--- config.mk ---
export PLATFORM = sky130hd
export DESIGN_NAME = ram_fifo_ctrl
export DESIGN_NICKNAME = d
export VERILOG_FILES = /design/src/rtl/ram_fifo_ctrl.sv
export SDC_FILE = /design/constraint.sdc
export NUM_CORES = 1
export LEC_CHECK = 0
export ABC_AREA = 1
export BUFFER_PORTS_ARGS = -buffer_cell sky130_fd_sc_hd__buf_2
export CORE_AREA = 2 2 43 84
export CTS_CLUSTER_SIZE = 8
export DETAILED_ROUTE_END_ITERATION = 8
export DIE_AREA = 0 0 45 86
export GPL_ROUTABILITY_DRIVEN = 0
export MAX_ROUTING_LAYER = met4
export PLACE_DENSITY = 0.52
export SLEW_MARGIN = 20
export SYNTH_ARGS = -nofsm -noshare
export SYNTH_HDL_FRONTEND = slang
export SYNTH_SLANG_ARGS = --single-unit
--- constraint.sdc ---
create_clock -name clk -period 3.8 [get_ports clk]
set_clock_uncertainty 0.1 [all_clocks]
set_input_delay 0.76 -clock clk [delete_from_list [all_inputs] [get_ports clk]]
set_output_delay 0.76 -clock clk [all_outputs]
set_load 0.01 [all_outputs]
--- src/rtl/ram_fifo_ctrl.sv ---
// Pointer/flag controller that pairs with an external 1-cycle-latency dual-port RAM to form a synchronous FIFO.
// Optional almost_full/almost_empty thresholds are built only when RAM_FIFO_ALMOST_FLAGS_EN is defined.
module ram_fifo_ctrl #(
  parameter int ram_width = 8,
  parameter int addr_size = 4,
  parameter int ram_depth = 16,
  parameter int AF_LEVEL  = 14,
  parameter int AE_LEVEL  = 2
) (
  input  logic                 clk,
  input  logic                 reset,
  input  logic                 push,
  input  logic [ram_width-1:0] wr_data,
  input  logic                 pop,
  output logic [ram_width-1:0] ram_data_in,
  output logic [addr_size-1:0] ram_wr_addr,
  output logic                 ram_write_en,
  output logic [addr_size-1:0] ram_rd_addr,
  output logic                 ram_read_en,
  output logic                 rd_valid,
  output logic                 full,
  output logic                 empty,
  output logic [addr_size:0]   count,
  output logic                 overflow,
  output logic                 underflow,
  output logic                 almost_full,
  output logic                 almost_empty
);

  localparam logic [addr_size:0]   DEPTH_C = (addr_size + 1)'(ram_depth);
  localparam logic [addr_size:0]   CNT_ONE = (addr_size + 1)'(1);
  localparam logic [addr_size-1:0] PTR_ONE = addr_size'(1);

  // Pointers wrap by natural overflow, so the depth must be a power of two.
  if (ram_depth != (1 << addr_size)) begin : g_bad_depth
    $error("ram_fifo_ctrl: ram_depth must equal 2**addr_size");
  end
  if ((AF_LEVEL > ram_depth) || (AE_LEVEL < 0)) begin : g_bad_levels
    $error("ram_fifo_ctrl: almost thresholds out of range");
  end

  logic [addr_size-1:0] wr_ptr_q, wr_ptr_d;
  logic [addr_size-1:0] rd_ptr_q, rd_ptr_d;
  logic [addr_size:0]   count_q, count_d;
  logic                 rd_valid_q, rd_valid_d;
  logic                 overflow_q, overflow_d;
  logic                 underflow_q, underflow_d;
  logic                 full_w, empty_w;
  logic                 push_ok, pop_ok;

  assign full_w  = (count_q == DEPTH_C);
  assign empty_w = (count_q == '0);

  // Reset blocks both RAM ports in the same cycle it is asserted.
  assign push_ok = push & ~full_w & ~reset;
  assign pop_ok  = pop & ~empty_w & ~reset;

  always_comb begin
    wr_ptr_d    = wr_ptr_q;
    rd_ptr_d    = rd_ptr_q;
    count_d     = count_q;
    rd_valid_d  = pop_ok;
    overflow_d  = push & full_w;
    underflow_d = pop & empty_w;
    if (push_ok) begin
      wr_ptr_d = wr_ptr_q + PTR_ONE;
    end
    if (pop_ok) begin
      rd_ptr_d = rd_ptr_q + PTR_ONE;
    end
    case ({push_ok, pop_ok})
      2'b10:   count_d = count_q + CNT_ONE;
      2'b01:   count_d = count_q - CNT_ONE;
      default: count_d = count_q;
    endcase
  end

  always_ff @(posedge clk) begin
    if (reset) begin
      wr_ptr_q    <= '0;
      rd_ptr_q    <= '0;
      count_q     <= '0;
      rd_valid_q  <= 1'b0;
      overflow_q  <= 1'b0;
      underflow_q <= 1'b0;
    end else begin
      wr_ptr_q    <= wr_ptr_d;
      rd_ptr_q    <= rd_ptr_d;
      count_q     <= count_d;
      rd_valid_q  <= rd_valid_d;
      overflow_q  <= overflow_d;
      underflow_q <= underflow_d;
    end
  end

  assign ram_data_in  = wr_data;
  assign ram_wr_addr  = wr_ptr_q;
  assign ram_write_en = push_ok;
  assign ram_rd_addr  = rd_ptr_q;
  assign ram_read_en  = pop_ok;
  // A read issued just before reset must not surface while reset is held.
  assign rd_valid     = rd_valid_q & ~reset;
  assign full         = full_w;
  assign empty        = empty_w;
  assign count        = count_q;
  assign overflow     = overflow_q;
  assign underflow    = underflow_q;

`ifdef RAM_FIFO_ALMOST_FLAGS_EN
  localparam logic [addr_size:0] AF_C = (addr_size + 1)'(AF_LEVEL);
  localparam logic [addr_size:0] AE_C = (addr_size + 1)'(AE_LEVEL);
  assign almost_full  = (count_q >= AF_C);
  assign almost_empty = (count_q <= AE_C);
`else
  assign almost_full  = 1'b0;
  assign almost_empty = 1'b0;
`endif

endmodule

==> out/results.tsv <==
stage	metric	value	unit
place	dp_cells	181	
global_routing	grt_usage	0.122	
timing	fin_setup_tns	0	ps
pwr	p_leak	0.642	nW
synthesis	synth_compound_area_frac	0.0515	
setup_path	crit_family	simple AND/OR/NAND/NOR gates	
clock_tree	clockRootBuffer	clkbuf_8	
routing	vias_per_cell	4.62	
global_routing	grt-ovfl-total	0	
pwr	power.density	580	nW/um2
synthesis	seq_area_frac_synth	0.314	
synthesis	synth_xor_area_frac	0.0343	
die	fp.dieW	45	um
layout	areaGrowthSynthToFinish	13.0	%
clock_tree	clock_path_buffers	2	
layout	stdcell_count	185	
die	core-area	3190	um2
clock_tree	cts_hold_buf	0	
routing	dr.pass1.iters	3	
timing	min_period_over_period	0.637	
synthesis	synth-simple-area-share	0.344	
clock_tree	htree_levels	1	
clock_tree	cts_tree	built	
die	start_util	0.320	
timing	hold_ws	407	ps
timing	hold_viol	0	
timing	fmax	413	MHz
pwr	peakVddDrop	0.266	mV
layout	drive_gt1_frac	0.299	
clock_tree	path_clk_slew	70	ps
clock_tree	numClockSinks	16	
setup_path	critPathMaxFanout	12	
synthesis	synth_area_leaders	dfxtp_1 (31%), nand2_1 (7.7%), buf_4 (7.4%)	
synthesis	synth-edff-count	0	
die	num_rows	29	
timing	final.min_clock_period	2420	ps
pwr	finalPower	669	uW
setup_path	cp.required	3860	ps
clock_tree	clk_latency	250	ps
routing	routedWlPerCell	11.6	um
layout	nets	174	
clock_tree	cts_buffers	3	
setup_path	arrival	2480	ps
global_routing	antenna_found_initial	0	
clock_tree	post_cts_resized	0	
global_routing	grt_pass1_wl	3470	um
routing	ant_nets	0	
setup_path	end_kind	register	
setup_path	worstPathCellList	buf_2, nor2_2, nand2_4, inv_2, ha_1, ha_1, or2_2, nand3b_1, nand3_1, nand2_1, inv_1	
die	dieArea	3870	um2
routing	finalWirelength	2150	um
clock_tree	cts_setup_buffers	0	
die	num_io_pins	42	
min_path	hold_class	reg -> reg	
timing	rsz0062_at_grt	no	
synthesis	syn_area_per_cell	7.45	um2
outcome	status	completed	
flow_run	drv_cap	0	
timing	finalSetupViolations	0	
synthesis	synthAdderAreaFrac	0.0931	
timing	maxSlewViolCount	0	
synthesis	yosys_warnings	0	
synthesis	synthMuxAreaShare	0	
setup_path	critPathBufInv	3	
synthesis	ys_async_sr_fraction	0	
synthesis	synth_top_family_by_area	simple AND/OR/NAND/NOR gates	
global_routing	grt_max_degree	13	
global_routing	grt_pass1_vias	797	
synthesis	syn_inst	137	
place	hpwl	1710	um
synthesis	yosys.area.top_type	dfxtp_1	
routing	vias	855	
setup_path	crit_path_top_delay_cell	ha_1	
setup_path	cpPeakStageDelay	310	ps
layout	fillers	353	
setup_path	start_kind	primary input	
die	fp.dieH	86	um
synthesis	synth-seq-cells	16	
setup_path	path_class	in -> reg	
routing	route.detailed.drc	0	
synthesis	ys_types	25	
layout	diodes	0	
setup_path	crit_top_cell	ha_1	
synthesis	synth_top_area_frac	0.314	
place	portBuffers	23	
synthesis	ys.flop_type	dfxtp_1	
synthesis	syn_area	1020	um2
routing	drt_iter0_drc	5	
-- synthesized netlist by cell type, drive strengths merged (2+ instances only) --
cell type / count
a21oi: 5
xor2: 4
nand3: 11
buf: 11
nand2: 25
nor3: 2
inv: 22
o21ai: 4
nand4: 2
nor2: 24
dfxtp: 16
or2: 2
ha: 6
-- metal layers --
layer / GRT usage / routed length, um
met3: 0.0253 / 86
met1: 0.124 / 835
met4: 0.0588 / 24
met5: - / 0
met2: 0.209 / 1200
-- through the flow --
step	area, um2	setup slack (ps)	util
final	1150	1380	0.361
after global routing	1150	1290	0.361
after CTS	1150	1370	0.361
after detailed placement	1100	1120	0.344
after global placement	1100	1180	0.344
after floorplan	1020	1450	-
-- worst paths after layout --
path	start	endpoint	slack, ps	cells past startpoint
worst min-delay path	ram_wr_addr[2]	ram_wr_addr[2]	410	2
worst min register to register	ram_wr_addr[2]	ram_wr_addr[2]	410	2
worst max-delay path	reset	count[3]	1380	11
worst max register to register	count[0]	count[3]	1540	11
-- layout make-up --
cell class	instances	area, um2	share of cell area
multi-input combinational	89	542	0.470
sequential	16	320	0.278
timing repair buffer	23	115	0.0998
inverter	22	82.6	0.0716
clock buffer	4	55.1	0.0477
tap	31	38.8	0.0336
-- worst register-to-register path, cell delays in order (launching register included) --
cell and delay [ps]:
dfxtp_1 400, nor2_4 200, nand3_4 140, nand2_4 110, inv_2 50, ha_1 270, ha_1 350, or2_2 290
nand3b_1 90, nand3_1 70, nand2_1 60, inv_1 40
-- flip-flops by register name (all words and copies together), names as in the netlist --
| signal | flops |
|---|---|
| count | 5 |
| ram_wr_addr | 4 |
| underflow | 1 |
| ram_rd_addr | 4 |
| overflow | 1 |
| rd_valid_q | 1 |
-- report_power, final --
part | leakage, nW | switching (mW) | internal, mW | total, mW
sequential | 0.131 | 0.0410 | 0.197 | 0.238
combinational | 0.482 | 0.164 | 0.112 | 0.275
clock | 0.0288 | 0.0637 | 0.0919 | 0.156
-- cells by family after synthesis --
family,count (synthesis)
simple gates,67
buf+inv,33
flops,16
compound gates,9
fa+ha+maj,7
xor+xnor,4
other cells,1
-- cells in the final DEF (no fill, tap or decap), types with 3 or more instances in the layout --
cell      synthesis  layout
buf_2             1      23
nand2_1          21      21
inv_1            19      19
nor2_1           18      18
dfxtp_1          16      16
nand3_1           9       9
ha_1              6       6
nor2_2            4       4
xor2_1            4       4
clkbuf_8          0       4
inv_2             3       3
a21oi_1           3       3
Power figures use the tool's default switching activity.
